==> config.mk <==
export PLATFORM = sky130hd
export DESIGN_NAME = d_stream_serializer
export DESIGN_NICKNAME = d
export VERILOG_FILES = /design/src/rtl/d_stream_serializer_pkg.sv /design/src/rtl/d_stream_bit_timer.sv /design/src/rtl/d_stream_serializer.sv
export SDC_FILE = /design/constraint.sdc
export NUM_CORES = 1
export LEC_CHECK = 0
export BUFFER_PORTS_ARGS = -buffer_cell sky130_fd_sc_hd__buf_2
export CAP_MARGIN = 15
export CORE_MARGIN = 2
export CORE_UTILIZATION = 45
export DETAILED_ROUTE_END_ITERATION = 8
export GPL_TIMING_DRIVEN = 0
export PLACE_DENSITY = 0.72
export SKIP_CTS_REPAIR_TIMING = 1
export SLEW_MARGIN = 20
export SYNTH_ARGS = -nofsm -noshare
export SYNTH_HDL_FRONTEND = slang
export SYNTH_SLANG_ARGS = --single-unit
==> constraint.sdc <==
create_clock -name CLK -period 2.4 [get_ports CLK]
set_clock_uncertainty 0.2 [all_clocks]
set_input_delay 0.48 -clock CLK [delete_from_list [all_inputs] [get_ports CLK]]
set_output_delay 0.48 -clock CLK [all_outputs]
set_load 0.05 [all_outputs]
==> src/rtl/d_stream_serializer_pkg.sv <==
// Shared definitions for the D/E stream serializer: FSM encodings, idle line level
// and counter-width helper.
package d_stream_serializer_pkg;

  typedef enum logic [1:0] {
    S_IDLE  = 2'd0,
    S_SHIFT = 2'd1,
    S_DONE  = 2'd2
  } state_t;

  localparam logic IDLE_LEVEL = 1'b1;

  // Counter width that can hold the terminal count n without wrapping, plus headroom.
  function automatic int cnt_width(input int n);
    return $clog2(n) + 1;
  endfunction

endpackage

==> src/rtl/d_stream_bit_timer.sv <==
// DIV-cycle bit timer: counts clocks while enabled and pulses tick on the last
// cycle of each serial bit. Synchronous active-low reset.
module d_stream_bit_timer
  import d_stream_serializer_pkg::*;
#(
  parameter int DIV = 4
) (
  input  logic clk,
  input  logic rst_n,
  input  logic clear,
  input  logic enable,
  output logic tick
);

  localparam int CW = cnt_width(DIV);
  localparam logic [CW-1:0] LAST = CW'(DIV - 1);

  logic [CW-1:0] cnt;

  assign tick = enable && (cnt == LAST);

  // NOTE: sequential state is written with <= so every flop samples pre-edge values.
  always_ff @(posedge clk) begin
    if (!rst_n) begin
      cnt <= '0;
    end else if (clear) begin
      cnt <= '0;
    end else if (enable) begin
      cnt <= tick ? '0 : cnt + 1'b1;
    end
  end

endmodule

==> src/rtl/d_stream_serializer.sv <==
// Parallel-in/serial-out D/E producer: MSB-first, each bit held DIV clocks with a
// one-cycle E_OUT strobe. Optional even parity bit via macro D_STREAM_PARITY_EN.
module d_stream_serializer
  import d_stream_serializer_pkg::*;
#(
  parameter int WIDTH = 8,
  parameter int DIV   = 4
) (
  input  logic             CLK,
  input  logic             RST,
  input  logic [WIDTH-1:0] LOAD_DATA,
  input  logic             LOAD_VALID,
  output logic             LOAD_READY,
  output logic             D_OUT,
  output logic             E_OUT,
  output logic             BUSY,
  output logic             DONE
);

`ifdef D_STREAM_PARITY_EN
  localparam int NUM_BITS = WIDTH + 1;
`else
  localparam int NUM_BITS = WIDTH;
`endif

  localparam int BW = cnt_width(WIDTH + 1);
  localparam logic [BW-1:0] LAST_BIT = BW'(NUM_BITS - 1);

  state_t           state;
  state_t           state_next;
  logic [WIDTH-1:0] shreg;
  logic [WIDTH:0]   shreg_shifted;
  logic [BW-1:0]    bit_cnt;
  logic             tick;
  logic             accept;
  logic             in_shift;
  logic             fill;

  assign in_shift   = (state == S_SHIFT);
  assign LOAD_READY = RST && (state == S_IDLE);
  assign accept     = LOAD_READY && LOAD_VALID;

  d_stream_bit_timer #(
    .DIV (DIV)
  ) u_bit_timer (
    .clk    (CLK),
    .rst_n  (RST),
    .clear  (!in_shift),
    .enable (in_shift),
    .tick   (tick)
  );

  // NOTE: every variable driven here gets a default first so no latch is inferred.
  always_comb begin
    state_next = state;
    case (state)
      S_IDLE:  if (accept) state_next = S_SHIFT;
      S_SHIFT: if (tick && (bit_cnt == LAST_BIT)) state_next = S_DONE;
      S_DONE:  state_next = S_IDLE;
      default: state_next = S_IDLE;
    endcase
  end

  always_ff @(posedge CLK) begin
    if (!RST) begin
      state   <= S_IDLE;
      bit_cnt <= '0;
    end else begin
      state <= state_next;
      if (accept) begin
        bit_cnt <= '0;
      end else if (in_shift && tick) begin
        bit_cnt <= bit_cnt + 1'b1;
      end
    end
  end

`ifdef D_STREAM_PARITY_EN
  // Parity enters at the LSB on every shift; after WIDTH shifts it reaches the MSB.
  logic parity;

  always_ff @(posedge CLK) begin
    if (accept) begin
      parity <= ^LOAD_DATA;
    end
  end

  assign fill = parity;
`else
  assign fill = IDLE_LEVEL;
`endif

  assign shreg_shifted = {shreg, fill};

  // NOTE: the datapath register has no reset; D_OUT is forced to the idle level outside SHIFT.
  always_ff @(posedge CLK) begin
    if (accept) begin
      shreg <= LOAD_DATA;
    end else if (in_shift && tick) begin
      shreg <= shreg_shifted[WIDTH-1:0];
    end
  end

  assign D_OUT = in_shift ? shreg[WIDTH-1] : IDLE_LEVEL;
  assign E_OUT = tick;
  assign BUSY  = in_shift;
  assign DONE  = (state == S_DONE);

endmodule

After elaboration in Yosys (flattened, before gate mapping):

Index checks and enable logic that the tools add are counted.

* logic and storage cells: 30
* memories: 0
* input port bits: 11
* bits in latches: 0
* output and inout bits: 5
* bits in registers: 18
* bits in read-only memories: 0
* RAM bits: 0

* reduce and logical (&&, ||, !) cells: 10
* muxes and demuxes: 6
* equality and inequality tests: 6
* multiply operators: 0
* order comparisons: 0
* add/sub/neg operators: 2
* bitwise operators: 2
* shift operators: 0
* divide/modulo/power cells: 0

Operator list (number)
* 2-to-1 mux 8 bit: 2
* adder 5 x 1 -> 5 bit, second input constant: 1
* == test 5 x 3 -> 1 bit, second input constant: 1
* logical AND 1 bit: 5
* 2-to-1 mux 2 bit: 2
* case mux 2 bit (2 select lines): 1
* adder 3 x 1 -> 3 bit, second input constant: 1
* == test 3 x 2 -> 1 bit, second input constant: 1
* OR reduction 3 bit: 1
* == test 2 x 1 -> 1 bit, second input constant: 1
* == test 2 bit, second input constant: 1
* zero test 2 bit: 1
* != test 2 x 1 -> 1 bit, second input constant: 1
* != test 2 bit, second input constant: 1
* inverter 1 bit: 2
* AND reduction 2 bit: 1
* nonzero test 2 bit: 1
* OR reduction 2 bit: 1
* 2-to-1 mux 1 bit: 1

Longest topological paths before layout:

* depth in word-level cells: 5
* mapped depth: 5
* gate-level depth less buffers: 5

Modules after synthesis:

Synthesis repeated with hierarchy kept, for this count alone.

* cells, all modules: 71
* area, all modules: 853.3 um^2

By module, submodules not included
* d_stream_serializer: sequential area each 380.4 um^2, instances 1, cells an instance 57, area each 718.2 um^2
* d_stream_bit_timer: sequential area each 60.1 um^2, instances 1, cells an instance 14, area each 135.1 um^2

Worst setup path before layout:

No wires, ideal clock.

* kind: register to output
* from: register state[0]
* to: output D_OUT
* cell stages (with the launch flop): 3
* slack: -141 ps
* required time: 1720 ps
* data arrival time: 1861 ps
* path buffers: 0
* path through: dfxtp_1 -> nor2b_1 -> nand2b_1

* word-level cells in the longest chain between the ends: 2

RTL lines
* from (decl): line d_stream_serializer.sv:29 `state_t state;`
* from (signal assigned): line d_stream_serializer.sv:69 `state <= state_next;`
* == test 2 x 1 -> 1 bit: line d_stream_serializer.sv:39 `assign in_shift = (state == S_SHIFT);`
* net BUSY: line d_stream_serializer.sv:16 `output logic BUSY,`
* 2-to-1 mux 1 bit: line d_stream_serializer.sv:104 `assign D_OUT = in_shift ? shreg[WIDTH-1] : IDLE_LEVEL;`
* to (decl): line d_stream_serializer.sv:14 `output logic D_OUT,`

The timed path passes the listed nets, and every way through them passes these cells.

Worst setup path after layout:

* from: register u_bit_timer.cnt[0]
* to: output E_OUT

* word-level cells in the longest chain between the ends: 2

RTL lines
* from (decl): line d_stream_bit_timer.sv:18 `logic [CW-1:0] cnt;`
* from (signal assigned): line d_stream_bit_timer.sv:29 `cnt <= tick ? '0 : cnt + 1'b1;`
* == test 3 x 2 -> 1 bit: line d_stream_bit_timer.sv:20 `assign tick = enable && (cnt == LAST);`
* logical AND 1 bit: line d_stream_bit_timer.sv:20
* to (decl): line d_stream_serializer.sv:15 `output logic E_OUT,`

No other way between the ends.

==> impl_metrics.json <==
{
  "critPathLaunch": "u_bit_timer.cnt[0]",
  "worst_setup_path_end_kind": "output pin",
  "cts_max_level": 1,
  "clkLatencyLatePin_ps": 290,
  "synth_seq_area_share_pct": 53.01,
  "slew_viol_final": 0,
  "clk_path_buf_depth": 2,
  "r2r_slack_ps": 560,
  "synth.avg_cell_area_um2": 12.59,
  "finalHoldViolations": 0,
  "required_ps": 1720,
  "dieWidth_um": 46.97,
  "start_util_pct": 48.12,
  "place_congestion": 0.7742,
  "die_h_um": 46.97,
  "root_buffer": "clkbuf_4",
  "synth_top_cells_by_area": "edfxtp_1 (29%), dfxtp_1 (24%), mux2_4 (13%)",
  "yosys.cell_types.count": 26,
  "io_pins": 16,
  "ys_warn_count": 0,
  "ant_nets": 0,
  "grt_pass1_wl_um": 2035,
  "worstSetupStartpointType": "register",
  "drc": 0,
  "synth_seq_cells": 18,
  "tightest_slew_ps": 364.6,
  "initialDrtViolationCount": 10,
  "cp-endpoint": "E_OUT",
  "r2r-start": "u_bit_timer.cnt[0]",
  "stdcell_count": 110,
  "die-area_mm2": 0.002206,
  "synthTopCellsByCount": "dfxtp_1 (10), edfxtp_1 (8), mux2_4 (7)",
  "cap_viol_max_count": 0,
  "grt_max_degree": 11,
  "synth_cells": 66,
  "synthesis.nets": 80,
  "powerDensity_mw_per_mm2": 584.0,
  "row_count": 15,
  "dp_hpwl_um": 974.3,
  "worstPathMaxFanout": 7,
  "wirelength_um": 1285,
  "diodes": 0,
  "grt_use_total_pct": 13.22,
  "status": "completed",
  "timing.final.crit_share_pct": 93.60,
  "area_delta_synth_final_pct": 16.26,
  "max-vdd-ir-drop_mv": 0.4409,
  "vias_per_cell": 4.909,
  "synth_edf_count": 8,
  "r2r-end": "shreg[3]",
  "p_leak_nw": 0.4232,
  "async_flop_share_pct": 0,
  "tns_ps": 0,
  "wl_per_cell_um": 11.68,
  "netlist.area_leader.share_pct": 28.92,
  "yosysTopAreaCell": "edfxtp_1",
  "min_path_type": "reg -> reg",
  "clk_pin_slew_worst_paths_ps": 100,
  "slew_headroom_pct": 75.36,
  "grt_overflow": 0,
  "placedCellCount": 106,
  "port_buffers": 15,
  "clkSinkCount": 18,
  "antenna_found_initial": 0,
  "netlist_area_um2": 830.8,
  "drive_above_1_share_pct": 37.65,
  "fin_nets": 100,
  "crit_type": "reg -> out",
  "cts_tree": "done",
  "ys.flop_type": "dfxtp_1",
  "cp.arrival_ps": 1570,
  "grt_pass1_vias": 477,
  "vias": 540,
  "dr.pass1.iters": 4,
  "clock.fmax_mhz": 445.1,
  "grt_setup_unrepaired": "no",
  "num-fill-cells": 165,
  "core_area_mm2": 0.001727,
  "hp-start": "u_bit_timer.cnt[0]",
  "r2r_cells": 5,
  "yosysMostFrequentCell": "dfxtp_1",
  "cts_buffers": 3,
  "setup_viol": 0,
  "layout_min_cycle_time_ps": 2247
}
[critical path: stages (launching register included)]
cell,delay [ps]
dfxtp_1,350
ha_1,150
ha_1,270
nand3b_4,140
inv_1,110
buf_2,270
[state kept, by name, summed over array words and instances (netlist names)]
signal	flops
state	2
bit_cnt	5
u_bit_timer.cnt	3
shreg	8
[area by class of cell]
class                      count  area, µm²  area share (%)
buffer                         1      11.26           1.166
clock buffer                   3      22.52           2.332
clock inverter                 1      3.754          0.3886
inverter                       3      11.26           1.166
multi-input combinational     44      370.4           38.34
sequential                    18      440.4           45.60
tap                           25      31.28           3.238
timing repair buffer          15      75.07           7.772
[worst min-delay path by stage]
stage                     depth (start not counted)                 end  slack (ps)
final                                             1  u_bit_timer.cnt[0]         230
after global routing                              2            shreg[0]         250
after CTS                                         1  u_bit_timer.cnt[0]         230
after detailed placement                          1  u_bit_timer.cnt[0]         220
after global placement                            1  u_bit_timer.cnt[0]         210
after floorplan                                   1  u_bit_timer.cnt[0]         200
[power breakdown]
group	internal, mW	leakage [nW]	switching, mW
registers	0.332	0.154	0.00645
clock network	0.0605	0.0154	0.0891
logic	0.0353	0.254	0.0408
total	0.428	0.423	0.136
[kinds of logic after synthesis]
family / after synthesis / share of synthesized area (%)
flip-flops: 18 / 53.01
XOR/XNOR: 2 / 2.109
adder cells (fa/ha/maj): 3 / 4.519
AO/OA/AOI/OAI: 6 / 4.066
multiplexers: 7 / 12.65
buffers and inverters: 4 / 2.711
AND/OR/NAND/NOR: 26 / 20.94
[layer usage]
| layer | up-vias | global-route usage [%] | wire length (µm) |
|---|---|---|---|
| li1 | 272 | - | - |
| met1 | 253 | 17.70 | 581 |
| met2 | 13 | 19.73 | 621 |
| met3 | 2 | 5.769 | 75 |
| met4 | 0 | 3.333 | 6 |
| met5 | - | 0 | 0 |
[stage by stage]
stage	hold slack (ps)	power, mW	util [%]	cell area [µm²]	setup slack [ps]
floorplan	199.2	0.4015	-	833.3	94.38
global placement	206.9	0.4205	54.42	939.7	479.0
detailed placement	217.7	0.4225	54.42	939.7	463.8
CTS	232.1	0.5685	55.94	965.9	130.4
global route	247.6	0.5877	55.94	965.9	28.40
finish	229.7	0.5641	55.94	965.9	153.5
[cell usage in the layout, fill, tap and decap left out]
master | synthesis | routed
nor3b_1 | 1 | 1
xor2_1 | 2 | 2
buf_2 | 0 | 15
and2b_1 | 1 | 1
nand3_1 | 3 | 3
buf_6 | 1 | 1
edfxtp_1 | 8 | 8
mux2_4 | 7 | 7
a21oi_1 | 3 | 3
clkbuf_4 | 0 | 3
o21ai_0 | 2 | 2
nand2_1 | 2 | 2
nand4b_1 | 1 | 1
nand3b_1 | 1 | 1
inv_1 | 3 | 3
nor3b_2 | 1 | 1
ha_1 | 3 | 3
dfxtp_1 | 10 | 10
nor2b_2 | 0 | 1
nand2b_1 | 3 | 3
a31o_2 | 1 | 1
or3_1 | 2 | 2
nand3b_4 | 1 | 1
clkinv_1 | 0 | 1
or2_2 | 1 | 1
nor2_1 | 5 | 5
and3_1 | 1 | 1
nor4bb_1 | 1 | 1
and2_4 | 1 | 1
Note: power is estimated with default switching activity, not from simulation.
